--- src/rtl/sha_dbl_seq.sv ---
// Sequencer that drives a SHA-256 compression unit through the fixed 9-op double-hash table.
// Optional START_MID entry at op 3 (reusing the bank-1 midstate) is enabled by defining SHA_MIDSTATE_EN.
module sha_dbl_seq #(
    parameter int         TIMEOUT         = 1023,
    parameter logic [7:0] CMD_IDLE        = 8'd0,
    parameter logic [7:0] CMD_LOAD_H      = 8'd1,
    parameter logic [7:0] CMD_HASH        = 8'd2,
    parameter logic [7:0] CMD_SUM_STORE_H = 8'd3,
    parameter logic [7:0] CMD_SUM_STORE_M = 8'd4
) (
    input  logic       clk,
    input  logic       rst_n,
    input  logic       start,
`ifdef SHA_MIDSTATE_EN
    input  logic       start_mid,
`endif
    input  logic       rdy,
    output logic [7:0] cmd,
    output logic [1:0] h_rd_bank,
    output logic [1:0] h_wr_bank,
    output logic [1:0] m_blk,
    output logic       busy,
    output logic       done,
    output logic       err,
    output logic [3:0] op_idx
);

    typedef enum logic [2:0] {
        S_IDLE,
        S_ISSUE,
        S_WAIT,
        S_RELEASE,
        S_FINISH,
        S_FAULT
    } state_t;

    typedef struct packed {
        logic [7:0] cmd;
        logic [1:0] rd;
        logic [1:0] wr;
        logic [1:0] blk;
    } op_t;

    localparam logic [9:0] WDOG_LIMIT = 10'(TIMEOUT);

    state_t     state;
    logic [9:0] wdog;
    logic [9:0] wdog_inc;
    logic [3:0] first_op;
    op_t        first_entry;
    op_t        next_entry;

    // Double-SHA op table: first block, second block, then hash of the first digest.
    function automatic op_t op_entry(input logic [3:0] idx);
        op_t e;
        case (idx)
            4'd0:    e = '{CMD_LOAD_H,      2'd0, 2'd0, 2'd0};
            4'd1:    e = '{CMD_HASH,        2'd0, 2'd0, 2'd0};
            4'd2:    e = '{CMD_SUM_STORE_H, 2'd0, 2'd1, 2'd0};
            4'd3:    e = '{CMD_LOAD_H,      2'd1, 2'd1, 2'd1};
            4'd4:    e = '{CMD_HASH,        2'd1, 2'd1, 2'd1};
            4'd5:    e = '{CMD_SUM_STORE_M, 2'd1, 2'd1, 2'd2};
            4'd6:    e = '{CMD_LOAD_H,      2'd0, 2'd2, 2'd2};
            4'd7:    e = '{CMD_HASH,        2'd0, 2'd2, 2'd2};
            4'd8:    e = '{CMD_SUM_STORE_H, 2'd0, 2'd2, 2'd2};
            default: e = '{CMD_IDLE,        2'd0, 2'd0, 2'd0};
        endcase
        return e;
    endfunction

    assign wdog_inc = (wdog == 10'h3FF) ? wdog : wdog + 10'd1;

`ifdef SHA_MIDSTATE_EN
    assign first_op = start_mid ? 4'd3 : 4'd0;
    logic start_any;
    assign start_any = start | start_mid;
`else
    assign first_op = 4'd0;
    logic start_any;
    assign start_any = start;
`endif

    assign first_entry = op_entry(first_op);
    assign next_entry  = op_entry(op_idx + 4'd1);

    always_ff @(posedge clk or negedge rst_n) begin
        if (!rst_n) begin
            state     <= S_IDLE;
            cmd       <= CMD_IDLE;
            op_idx    <= 4'd0;
            h_rd_bank <= 2'd0;
            h_wr_bank <= 2'd0;
            m_blk     <= 2'd0;
            busy      <= 1'b0;
            done      <= 1'b0;
            err       <= 1'b0;
            wdog      <= 10'd0;
        end else begin
            done <= 1'b0;
            case (state)
                S_IDLE: begin
                    cmd <= CMD_IDLE;
                    if (start_any) begin
                        state     <= S_ISSUE;
                        op_idx    <= first_op;
                        cmd       <= first_entry.cmd;
                        h_rd_bank <= first_entry.rd;
                        h_wr_bank <= first_entry.wr;
                        m_blk     <= first_entry.blk;
                        busy      <= 1'b1;
                        err       <= 1'b0;
                    end
                end
                S_ISSUE: begin
                    wdog  <= 10'd0;
                    state <= S_WAIT;
                end
                S_WAIT: begin
                    if (rdy) begin
                        cmd   <= CMD_IDLE;
                        state <= S_RELEASE;
                    end else if (wdog_inc >= WDOG_LIMIT) begin
                        cmd   <= CMD_IDLE;
                        err   <= 1'b1;
                        busy  <= 1'b0;
                        state <= S_FAULT;
                    end else begin
                        wdog <= wdog_inc;
                    end
                end
                // Hold the banks until the unit drops RDY so it never sees a stale handshake.
                S_RELEASE: begin
                    if (!rdy) begin
                        if (op_idx < 4'd8) begin
                            op_idx    <= op_idx + 4'd1;
                            cmd       <= next_entry.cmd;
                            h_rd_bank <= next_entry.rd;
                            h_wr_bank <= next_entry.wr;
                            m_blk     <= next_entry.blk;
                            state     <= S_ISSUE;
                        end else begin
                            done  <= 1'b1;
                            busy  <= 1'b0;
                            state <= S_FINISH;
                        end
                    end
                end
                S_FINISH: begin
                    state <= S_IDLE;
                end
                S_FAULT: begin
                    cmd   <= CMD_IDLE;
                    state <= S_IDLE;
                end
                default: begin
                    cmd   <= CMD_IDLE;
                    busy  <= 1'b0;
                    state <= S_IDLE;
                end
            endcase
        end
    end

endmodule
--- config.mk ---
export PLATFORM = sky130hd
export DESIGN_NAME = sha_dbl_seq
export DESIGN_NICKNAME = d
export VERILOG_FILES = /design/src/rtl/sha_dbl_seq.sv
export SDC_FILE = /design/constraint.sdc
export NUM_CORES = 1
export LEC_CHECK = 0
export CORE_ASPECT_RATIO = 2
export CORE_MARGIN = 2
export CORE_UTILIZATION = 44
export DETAILED_ROUTE_END_ITERATION = 8
export PLACE_DENSITY = 0.76
export SLEW_MARGIN = 20
export SYNTH_ARGS = -nofsm -noshare
export SYNTH_HDL_FRONTEND = slang
export SYNTH_SLANG_ARGS = --single-unit
--- constraint.sdc ---
create_clock -name clk -period 3.2 [get_ports clk]
set_input_delay 0.64 -clock clk [delete_from_list [all_inputs] [get_ports clk]]
set_output_delay 0.64 -clock clk [all_outputs]
set_load 0.005 [all_outputs]
# --- After elaboration in Yosys (flattened, before gate mapping) ---
# Memory sizes are Yosys's and may differ from the RTL's.
# Cells that the tools add are included.
word_totals:
  word_cells: 89
  register_bits: 34
  out_inout_bits: 21
  inputBits: 4
  n_memories: 2
  romBits: 256
mem_list:
  columns: ["memory", "depth", "word_bits", "read_ports", "rd_clocked_by_memory_dff", "write_ports", "line", "rtl"]
  rows:
  - ["(no name shown)", 16, 8, 1, 0, 0, "56", "case (idx)"]
  - ["(no name shown)", 16, 8, 1, 0, 0, "56", null]
classes:
  reduce_logical: 12
  eq_ne: 14
  bitwise_logic: 2
  mux: 45
  addsub: 2
  order_cmp: 2
op_table:
  columns: ["operator", "n"]
  rows:
  - ["$mux W8", 5]
  - ["$pmux W8 S4", 1]
  - ["$mux W10", 3]
  - ["$pmux W10 S2", 1]
  - ["$mux W2", 9]
  - ["$mux W3", 5]
  - ["$ne A2 B2 Y1 const B", 7]
  - ["$mux W4", 3]
  - ["$pmux W2 S2", 3]
  - ["$pmux W3 S4", 1]
  - ["$reduce_and A4 Y1", 3]
  - ["$mux W1", 11]
  - ["$add A10 B1 Y10 const B", 1]
  - ["$eq A10 B10 Y1 const B", 1]
  - ["$ge A10 B10 Y1 const B", 1]
  - ["$pmux W4 S2", 1]
  - ["$eq A3 B2 Y1 const B", 2]
  - ["$eq A3 B3 Y1 const B", 2]
  - ["$reduce_and A3 Y1", 2]
  - ["$reduce_and A6 Y1", 1]
  - ["$reduce_bool A2 Y1", 3]
  - ["$add A4 B1 Y4 const B", 1]
  - ["$lt A4 B4 Y1 const B", 1]
  - ["$pmux W1 S4", 1]
  - ["other kinds (7)", 8]

# --- Logic depth before layout (Yosys ltp) ---
depth:
  ltp_word: 6
  mapped_depth: 9
  mapped_depth_nobuf: 8

# --- Worst setup path before layout ---
# Ideal clock, no wire load.
synth_path:
  path_type: "reg2reg"
  startpoint: "reg wdog[0]"
  endpoint: "reg cmd[0]"
  setup_time_ns: 0.128
  setup_slack_ns: 1.069
  period_less_slack_ns: 2.131
  required_time_ns: 3.072
  arrival_ns: 2.004
  stages_incl_launch_ff: 9
  path_cell_list: "dfrtp_1 -> ha_1 -> clkbuf_8 -> nand3_4 -> nor4_4 -> o221ai_2 -> nor3_2 -> o21ai_2 -> mux2_1"
synth_between:
  elab_chain_len: 5
  word_cells_on_any_way: 6
  classes_between: "1 x add/sub; 1 x order compare; 2 x eq/ne; 1 x mux; 1 x reduce/logical"
synth_lines:
  columns: ["element", "line", "rtl"]
  rows:
  - ["start, declared", "47", "logic [9:0] wdog;"]
  - ["start signal, assigned", "128", "wdog <= wdog_inc;"]
  - ["$add A10 B1 Y10 / $eq A10 B10 Y1 (equally long branches)", "71", "assign wdog_inc = (wdog == 10'h3FF) ? wdog : wdog + 10'd1;"]
  - ["$mux W10 *", "71", null]
  - ["$ge A10 B10 Y1 *", "122", "end else if (wdog_inc >= WDOG_LIMIT) begin"]
  - ["$ne A3 B3 Y1 (no line) *", null, null]
  - ["$reduce_and A4 Y1 (no line) *", null, null]
  - ["end signal, assigned", "106", "cmd <= first_entry.cmd;"]
  - ["end signal, assigned", "136", "cmd <= next_entry.cmd;"]
  - ["end, declared", "18", "output logic [7:0] cmd,"]
# Every way passes the cells marked *; elsewhere a longest branch is shown, timed or not.
# A chain may end at the register's enable or synchronous reset.

# --- Worst setup path after layout ---
layout_path:
  startpoint: "reg wdog[0]"
  endpoint: "reg wdog[6]"
layout_between:
  elab_chain_len: 5
  word_cells_on_any_way: 9
  classes_between: "1 x add/sub; 1 x order compare; 2 x eq/ne; 4 x mux; 1 x reduce/logical"
layout_lines:
  columns: ["element", "line"]
  rows:
  - ["$add A10 B1 Y10 / $eq A10 B10 Y1 (equally long branches)", "71"]
  - ["$mux W10 *", "71"]
  - ["$ge A10 B10 Y1 / $mux W10 (equally long branches)", "122"]
  - ["$ne A2 B2 Y1 (no line) / $mux W10 (equally long branches)", null]
  - ["$reduce_and A3 Y1 (no line) / $pmux W10 S2 (equally long branches)", null]
# Every way passes the cells marked *; elsewhere a longest branch is shown, timed or not. The select of a mux whose other input is x is not followed.

==> results.yml <==
final_layout:
  final_area_um2: 2106
  area_delta_synth_final_pct: 8.371
  fin_nets: 237
  nFillCells: 418
  antennaDiodeCount: 0
  final_cell_mix: "dfrtp_1 (28), nand2_1 (23), clkdlybuf4s50_1 (18), nor2_1 (17)"
  final_layout_size_suffix_gt1_share_pct: 10.27
  final_cells: 278
  mostFrequentLayoutCell: "dfrtp_1"
setup_path:
  crit_type: "register to register"
  crit_arrival_ns: 2.65
  timing.rr.start: "wdog[0]"
  cp_slowest_cell: "dfrtp_1"
  crit_buf_inv: 0
  crit_required_ns: 3.38
  cp-end-kind: "register"
  path_cells: "ha_1, nand3_4, nor4_4, o221ai_2, nor3_2, o21ai_2, a221oi_1"
  worstPathMaxFanout: 10
  cp-start-kind: "register"
  crit_family: "simple AND/OR/NAND/NOR gates"
  critical_path.startpoint: "wdog[0]"
  worst_path_largest_cell_delay_ns: 0.49
routing:
  routedWlPerCell_um: 15.80
  drc: 0
  dr_total_vias: 1637
  drtIter0Drc: 24
  ant_nets: 0
  wl_mm: 4.393
  firstDrtPassIters: 5
  viasPerCell: 5.888
die:
  initial_core_util_pct: 45.22
  rows: 34
  die_w_um: 50.99
  die-area_um2: 4996
  die_height_um: 97.98
  fp.coreArea_um2: 4297
  top_level_ports: 25
global_routing:
  gr-total-overflow: 0
  grt_max_degree: 29
  grt_use_total_pct: 18.84
  grt_pass1_vias: 1606
  antenna_found_initial: 0
  grt_pass1_wl_mm: 7.286
sta:
  final-hold-violation-count: 0
  period_share_pct: 77.27
  rsz0062_at_grt: "false"
  holdWs_ns: 0.4903
  fin_crit_ns: 2.473
  timing.fmax_mhz: 404.4
  finalSetupTns_ns: 0
  final_max_slew_viol_count: 0
  fin_worst_skew_ns: 0.003333
  setup_viol: 0
  worst_slew_pin_slew_ns: 0.7311
  relSlewSlack_pct: 50.88
synthesis:
  ys_seq_area_share_pct: 36.06
  synth-main-ff-cell: "dfrtp_1"
  synth_seq_cells: 28
  synth-edff-count: 0
  syn_area_per_cell_um2: 9.038
  netlist_area_um2: 1943
  ys_warn_count: 0
  yosysUniqueCellTypes: 52
  async_flop_share_pct: 100.0
  synthCells: 215
run:
  maxCapViolCount: 0
worst_hold_path:
  min_path_type: "register to register"
  min_from: "h_rd_bank[0]"
place:
  dpl.hpwl_mm: 3.450
  place_area_um2: 2064
  place_inst: 275
  place_congestion: 0.8917
  port_buffers: 18
clocking:
  cts_resized: 0
  cts.path.max_buffers: 2
  ctsHoldBuffers: 0
  clock_latency_ns: 0.27
  cts_tree: "done"
  cts_sinks: 28
  clk_pin_slew_ns: 0.09
  h-tree-depth: 1
  cts_root_buf: "clkbuf_8"
  post_cts.repair.setup_buffers: 0
  cts_made_buffers: 3
power_and_ir_drop:
  p_leak_nw: 0.8839
  vdd_drop_max_mv: 0.4995
  power.density_nw_per_um2: 783.7
  finalPower_mw: 1.650
run_status:
  status: "completed"
==> cell type report <==
cell class	count	area (um2)	area share, %
multi-input combinational	162	1060	50.33
sequential	28	700.7	33.27
timing repair buffer	20	195.2	9.269
tap	54	67.56	3.209
clock buffer	3	41.29	1.961
inverter	11	41.29	1.961
==> worst min-delay path, delay by kind of cell (launching register included) <==
kind | cells | cell delay, ns
DFF | 1 | 0.35
and+or+nand+nor | 1 | 0.05
AOI/OAI and AO/OA | 1 | 0.05
==> report_power, final <==
group	total (mW)	switching (mW)	internal [mW]
clock	0.189	0.104	0.0846
combinational	0.821	0.445	0.376
sequential	0.640	0.181	0.460
==> cell families (layout without fill, tap and decap cells) <==
kind of cell             count (synthesis)  count (layout)  synth area share (%)
AO/OA/AOI/OAI                           57              57                 20.93
XOR/XNOR                                 4               4                 1.803
adder cells (fa/ha/maj)                  7               7                 4.507
buffers and inverters                   30              34                 10.37
flip-flops                              28              28                 36.06
multiplexers                             8               8                 4.443
other                                    1               6                0.1930
AND/OR/NAND/NOR                         80              80                 21.70
==> path summary, 6_finish.rpt <==
path / depth (start not counted) / slack (ns) / to
max: 7 / 0.73 / wdog[6]
min: 2 / 0.49 / h_rd_bank[0]
max reg2reg: 7 / 0.73 / wdog[6]
min reg2reg: 2 / 0.49 / h_rd_bank[0]
max in group asynchronous: 2 / 2.18 / busy
min in group asynchronous: 2 / 0.75 / h_wr_bank[1]
==> synth_stat cells (4+ instances only) <==
cell type  number  area (um2)
buf_4           7       52.55
o211ai_1        5       37.54
o21ai_0        11       55.05
nand2_1        23       86.33
buf_6           4       45.04
inv_1          11       41.29
dfrtp_1        28       700.7
and3_1          5       31.28
nor2_1         17       63.81
a31oi_1         7       43.79
ha_1            7       87.58
nand3_1        12       60.06
mux2_2          4       45.04
a21oi_1        12       60.06
nor3_1          6       30.03
==> metal layers <==
metal	vias to the layer above	track usage, %	share of wire [%]
met1	798	18.08	35
met2	38	36.86	59
met5	-	0	0
met3	17	1.835	2.5
li1	784	-	-
met4	0	9.563	4.2
==> stage by stage <==
stage	utilization (%)	setup slack (ns)
6_report	49.01	0.7274
5_1_grt	49.01	0.4860
4_1_cts	49.01	0.7243
3_5_place_dp	48.05	0.6295
3_3_place_gp	48.05	0.6638
2_1_floorplan	-	1.069
==> flip-flops by register name, summed over array words and instances (netlist names) <==
name and flops:
busy 1, cmd 3, done 1, err 1
h_rd_bank 1, h_wr_bank 2, m_blk 2, op_idx 4
state 3, wdog 10
Note: power is estimated with default switching activity, not from simulation.
